--- config.mk ---
export PLATFORM = sky130hd
export DESIGN_NAME = pipeline_hazard_ctrl
export DESIGN_NICKNAME = d
export VERILOG_FILES = /design/src/rtl/pipeline_hazard_ctrl.sv
export SDC_FILE = /design/constraint.sdc
export NUM_CORES = 1
export LEC_CHECK = 0
export BUFFER_PORTS_ARGS = -buffer_cell sky130_fd_sc_hd__buf_2
export CORE_UTILIZATION = 38
export CTS_BUF_LIST = sky130_fd_sc_hd__clkbuf_4 sky130_fd_sc_hd__clkbuf_8 sky130_fd_sc_hd__clkbuf_16
export CTS_CLUSTER_SIZE = 28
export DETAILED_ROUTE_END_ITERATION = 6
export PLACE_DENSITY = 0.74
export SYNTH_ARGS = -nofsm -noshare
export SYNTH_HDL_FRONTEND = slang
export SYNTH_SLANG_ARGS = --single-unit
--- constraint.sdc ---
create_clock -name Clk -period 1.2 [get_ports Clk]
set_input_delay 0.06 -clock Clk [delete_from_list [all_inputs] [get_ports Clk]]
set_output_delay 0.06 -clock Clk [all_outputs]
set_load 0.01 [all_outputs]
--- src/rtl/pipeline_hazard_ctrl.sv ---
// Stall/flush controller for the five-stage MIPS pipe: load-use, branch, jump, MDU occupancy, memory waits.
// Optional performance counters are enabled with `define HAZARD_PERF_CNT_EN.
module pipeline_hazard_ctrl #(
  parameter int MDU_LATENCY = 4,
  parameter int RA_W        = 5
) (
  input  logic            Clk,
  input  logic            Rst,
  input  logic [RA_W-1:0] ID_Rs,
  input  logic [RA_W-1:0] ID_Rt,
  input  logic            ID_UsesRt,
  input  logic            ID_Jump,
  input  logic            EX_MemRead,
  input  logic [RA_W-1:0] EX_Rt,
  input  logic            EX_BranchTaken,
  input  logic            EX_MduStart,
  input  logic            MemStall,
  output logic            PCWrite,
  output logic            IFIDWrite,
  output logic            IDEXWrite,
  output logic            EXMEMWrite,
  output logic            MEMWBWrite,
  output logic            IFIDFlush,
  output logic            IDEXFlush,
  output logic            EXMEMFlush,
  output logic            Busy
`ifdef HAZARD_PERF_CNT_EN
  ,
  output logic [31:0]     StallCount,
  output logic [31:0]     FlushCount
`endif
);

  typedef enum logic {RUN, MDU_BUSY} state_t;

  localparam logic [3:0] CNT_INIT = 4'(MDU_LATENCY - 2);

  state_t     state, state_nxt;
  logic [3:0] cnt, cnt_nxt;
  logic       done, done_nxt;
  logic       lu, ms, last;

  // done marks the one normal cycle after an MDU stall in which the (still
  // asserted) EX_MduStart belongs to the finishing op and must not restart it.
  always_comb begin
    lu = EX_MemRead && (EX_Rt != '0) &&
         ((EX_Rt == ID_Rs) || (ID_UsesRt && (EX_Rt == ID_Rt)));
    ms = ((state == RUN) && EX_MduStart && !done && (MDU_LATENCY > 1)) ||
         (state == MDU_BUSY);
    last = (state == MDU_BUSY) ? (cnt == 4'd1) : (MDU_LATENCY == 2);

    state_nxt = state;
    cnt_nxt   = cnt;
    done_nxt  = done;
    if (!MemStall) begin
      done_nxt = ms && last;
      case (state)
        RUN:
          if (EX_MduStart && !done && (MDU_LATENCY > 2)) begin
            state_nxt = MDU_BUSY;
            cnt_nxt   = CNT_INIT;
          end
        MDU_BUSY:
          if (cnt == 4'd1) state_nxt = RUN;
          else             cnt_nxt   = cnt - 4'd1;
        default: state_nxt = RUN;
      endcase
    end
  end

  always_comb begin
    PCWrite    = 1'b1;
    IFIDWrite  = 1'b1;
    IDEXWrite  = 1'b1;
    EXMEMWrite = 1'b1;
    MEMWBWrite = 1'b1;
    IFIDFlush  = 1'b0;
    IDEXFlush  = 1'b0;
    EXMEMFlush = 1'b0;
    Busy       = Rst && ms;
    if (!Rst) begin
      PCWrite    = 1'b0;
      IFIDFlush  = 1'b1;
      IDEXFlush  = 1'b1;
      EXMEMFlush = 1'b1;
    end else if (MemStall) begin
      PCWrite    = 1'b0;
      IFIDWrite  = 1'b0;
      IDEXWrite  = 1'b0;
      EXMEMWrite = 1'b0;
      MEMWBWrite = 1'b0;
    end else if (ms) begin
      PCWrite    = 1'b0;
      IFIDWrite  = 1'b0;
      IDEXWrite  = 1'b0;
      EXMEMFlush = 1'b1;
    end else if (EX_BranchTaken) begin
      IFIDFlush = 1'b1;
      IDEXFlush = 1'b1;
    end else if (lu) begin
      PCWrite   = 1'b0;
      IFIDWrite = 1'b0;
      IDEXFlush = 1'b1;
    end else if (ID_Jump) begin
      IFIDFlush = 1'b1;
    end
  end

  always_ff @(posedge Clk) begin
    if (!Rst) begin
      state <= RUN;
      cnt   <= '0;
      done  <= 1'b0;
    end else begin
      state <= state_nxt;
      cnt   <= cnt_nxt;
      done  <= done_nxt;
    end
  end

`ifdef HAZARD_PERF_CNT_EN
  always_ff @(posedge Clk) begin
    if (!Rst) begin
      StallCount <= '0;
      FlushCount <= '0;
    end else begin
      if (!PCWrite) StallCount <= StallCount + 32'd1;
      if (IFIDFlush || IDEXFlush || EXMEMFlush) FlushCount <= FlushCount + 32'd1;
    end
  end
`endif

endmodule

Word level (Yosys, flattened, before mapping)
Index checks and enable logic that the tools add are counted.
{ "totals": {"regBits": 6, "out_inout_bits": 9, "elab_cells": 56} }
{ "classes": {"n_addsub": 1, "n_eq_ne": 5, "mux": 32, "bitwise_logic": 2, "n_reduce_logical": 13} }
{ "op_table": {"columns": ["operator", "count"], "rows": [
  ["two-way mux 1 bit", 28],
  ["equality test 5 bit", 2],
  ["logical AND 1 bit", 8],
  ["two-way mux 4 bit", 2],
  ["one-hot mux 4 bit (2 select lines)", 1],
  ["nonzero test 5 bit", 1],
  ["equality test 4 x 1 -> 1 bit, second input constant", 1],
  ["subtractor 4 x 1 -> 4 bit, second input constant", 1],
  ["AND reduction 3 bit", 1],
  ["logical OR 1 bit", 2],
  ["!= test 2 x 1 -> 1 bit, second input constant", 1],
  ["!= test 2 bit, second input constant", 1],
  ["inverter 1 bit", 2],
  ["one-hot mux 1 bit (2 select lines)", 1],
  ["logical NOT 1 bit", 1]
]} }

Logic depth before layout (Yosys ltp)
{ "logic_depth": {"ltp_word": 9, "mapped_depth": 6, "ltp_nobuf": 6} }

Least setup slack after synthesis
OpenSTA, ideal clock, no wires.
{ "synth_timing": {"path_type": "reg-to-output", "start": "reg state", "end": "out IFIDFlush", "t_arrival_ns": 1.287, "required_time_ns": 1.140, "path_slack_ns": -0.147, "stages_incl_launch_ff": 5, "n_path_buf": 1, "cell_sequence": "dfxtp_1 buf_4 o31ai_1 o21ai_0 a21oi_1"} }
{ "synth_between": {"elab_chain_len": 7} }
{ "synth_rtl": {"columns": ["item", "line", "source"], "rows": [
  ["from (decl)", "38", "state_t state, state_nxt;"],
  ["from (signal assigned)", "115", "state <= state_nxt;"],
  ["inverter 1 bit", null, null],
  ["logical AND 1 bit (2 in series)", "48", "ms = ((state == RUN) && EX_MduStart && !done && (MDU_LATENCY > 1)) ||"],
  ["logical OR 1 bit *", "48", null],
  ["two-way mux 1 bit *", "92", "end else if (ms) begin"],
  ["two-way mux 1 bit *", "86", "end else if (MemStall) begin"],
  ["two-way mux 1 bit *", "81", "if (!Rst) begin"],
  ["to (decl)", "23", "output logic IFIDFlush,"]
]} }
Every way passes the cells marked *; elsewhere a longest branch is shown, timed or not.

Final worst setup path
{ "layout_timing": {"start": "in EX_Rt[1]", "end": "out IDEXFlush"} }
{ "layout_between": {"elab_chain_len": 9, "elab_cells_between_ends": 12, "cone_classes": "2 x eq/ne; 5 x mux; 5 x reduce/logical"} }
{ "layout_rtl": {"columns": ["item", "line", "source"], "rows": [
  ["from (decl)", "14", "input logic [RA_W-1:0] EX_Rt,"],
  ["equality test 5 bit", "47", "((EX_Rt == ID_Rs) || (ID_UsesRt && (EX_Rt == ID_Rt)));"],
  ["logical AND 1 bit", "47", null],
  ["logical OR 1 bit", "47", null],
  ["logical AND 1 bit *", "46", "lu = EX_MemRead && (EX_Rt != '0) &&"],
  ["two-way mux 1 bit *", "100", "end else if (lu) begin"],
  ["two-way mux 1 bit *", "97", "end else if (EX_BranchTaken) begin"],
  ["two-way mux 1 bit *", "92", null],
  ["two-way mux 1 bit *", "86", null],
  ["two-way mux 1 bit *", "81", null],
  ["to (decl)", "24", "output logic IDEXFlush,"]
]} }
Marked as above.

==> qor.csv <==
metric;value;unit
status;finished, violations left;
ys_warn_count;0;
grt_antenna_before_repair;0;
syn_area;559.3;µm²
min_path_type;in2reg;
max_cap_viol_count;0;
p_int;0.0005014;W
final_cell_mix;buf_2 (29), buf_4 (14), nor2_1 (11), xnor2_1 (11), nand2_1 (6);
fin_crit;1406;ps
grt.overflow.total;0;
synth.distinct_cells;29;
postSynthCellCount;74;
io_pins;32;
synth-seq-area-share;21.48;%
area.growth.synth_to_final;77.41;%
place_area;835.8;µm²
synth_nets;99;
clk_pin_slew_worst_paths;50;ps
drt_wl_total;1909;µm
first_pass_iters;5;
dieWidth;40.37;µm
fp.dieH;40.37;µm
worst-setup-path-type;in2out;
clock_path_buffers;2;
crit_path_end_kind;output pin;
p_sw_share;32.96;%
finalSetupViolCount;7;
grt_pass1_vias;600;
final_core_util;74.39;%
layout.nets;148;
cts_buffers;3;
final_area;992.2;µm²
cts_max_level;1;
numClockSinks;6;
rrSetupSlack;0;ps
grt_max_degree;11;
violations;negative setup slack;
grt_pass1_wl;2359;µm
switching_power;0.0002465;W
via_per_inst;5.169;
rows;13;
layout_commonest_cell;buf_2;
startpoint_type;primary input;
power_density;753.8;nW/µm²
rsz0062_at_grt;yes;
worst_slew_margin_rel;70.36;%
drc;0;
required;1140;ps
cp.arrival;1350;ps
p_leak;0.4381;nW
cts_tree;yes;
root_buffer;clkbuf_4;
worstMarginPinSlew;444.7;ps
avgRoutedWirePerCell;14.04;µm
hold_violations;0;
finalCritPeriodShare;117.2;%
place_congestion;0.7944;
yosys_register_bits;6;
vdd_drop_max;0.0006249;V
vias;703;
core_area;1334;µm²
p_clk_share;26.0;%
path_max_fanout;2;
initial_utilization;41.93;%
die_area;1629;µm²
portBuffers;31;
syn_avg_cell_area;7.558;µm²
postCtsHoldBufs;0;
grt_usage;22.05;%
max_freq;711.1;MHz
nFillCells;103;
pwr-share-comb;44.0;%
seq_power_share;30.0;%
hpwl;1174;µm
slew_viol_final;0;
insertion_delay;250;ps
finClkSkew;9.183;ps
layout_setup_ws;-206.2;ps
diodes;0;
drt-initial-drc-count;9;
ant_nets;0;
drive_gt1_share;58.68;%
## synthesized netlist by cell type
cell type	count	area, µm²
nor2_1	12	45.04
xnor2_1	11	96.34
dfxtp_1	6	120.1
nand2_1	6	22.52
a21oi_1	4	20.02
inv_1	4	15.01
buf_4	3	22.52
nand2b_1	3	18.77
ha_1	2	25.02
nor3_1	2	10.01
o2111ai_1	2	17.52
xor2_1	2	17.52
a21boi_1	1	7.510
a221o_1	1	10.01
a311oi_1	1	8.760
and2_1	1	6.260
buf_2	1	5.000
nand3_1	1	5.000
nand4_1	1	6.260
nand4bb_1	1	11.26
nor2b_1	1	6.260
nor4_1	1	6.260
o211a_1	1	10.01
o21a_1	1	7.510
o21ai_0	1	5.000
o21ai_2	1	8.760
o22ai_1	1	6.260
o31ai_1	1	7.510
or4_4	1	11.26
## state kept, by name (all words and copies together), names as in the netlist
name	count
cnt	4
done	1
state	1
## critical path, cell delays in order
cell and delay [ps]:
buf_6 90, or4_4 530, o21ai_4 160, nor4_2 50, a221o_1 310, buf_2 140
## stage by stage
step,hold slack [ps],setup WS [ps],power (W),TNS [ps],std cells
6_report,111.3,-206.2,0.0007479,-860.8,136
5_1_grt,110.6,-283.2,0.0007947,-1417,136
4_1_cts,117.7,-204.4,0.0007055,-1038,135
3_5_place_dp,377.3,-213.1,0.0004917,-737.3,131
3_3_place_gp,373.9,-191.2,0.0004843,-644.6,131
2_1_floorplan,171.1,7.271,0.0003693,0,74
## layer usage
layer	wire length (µm)	part of all wire, %	vias up	global-route usage (%)
met5	0	0	-	0
met4	61	3.2	0	1.667
met3	128	6.7	8	10.56
met2	954	50	30	37.70
met1	766	40	314	25.66
li1	-	-	351	-
## cell type report
type | instances | area, µm² | area share (%)
clock buffers | 3 | 22.52 | 2.270
inverters | 4 | 15.01 | 1.513
multi-input cells | 60 | 501.7 | 50.57
flip-flops and latches | 6 | 127.6 | 12.86
well taps | 15 | 18.77 | 1.892
repair buffers | 48 | 306.5 | 30.90
## worst paths after layout
path / startpoint / end / cells after the start
max reg2reg: done / cnt[1] / 5
min: Rst / done / 2
max: EX_Rt[1] / IDEXFlush / 6
min reg2reg: done / done / 2
## power by group through the flow
| stage | Combinational (W) | Sequential, W | Clock (W) |
|---|---|---|---|
| finish | 0.000329 | 0.000224 | 0.000194 |
| detailed placement | 0.000268 | 0.000224 | 0 |
| floorplan | 0.000143 | 0.000226 | 0 |
| CTS | 0.000284 | 0.000222 | 0.000199 |
| global placement | 0.000261 | 0.000224 | 0 |
| global route | 0.000359 | 0.000225 | 0.000211 |
## logic make-up after synthesis
family          share of synthesized area [%]
xor+xnor                                20.36
simple gates                            26.62
flops                                   21.48
compound gates                          19.47
fa+ha+maj                               4.474
buf+inv                                 7.604
## what timing repair did
item                                    CTS  global route
endpoints found under the setup margin    9            12
gates resized for setup                   9            17
buffers inserted                          1             2
pin swaps                                 4             3
No activity file was read; power rests on OpenSTA's default activity.
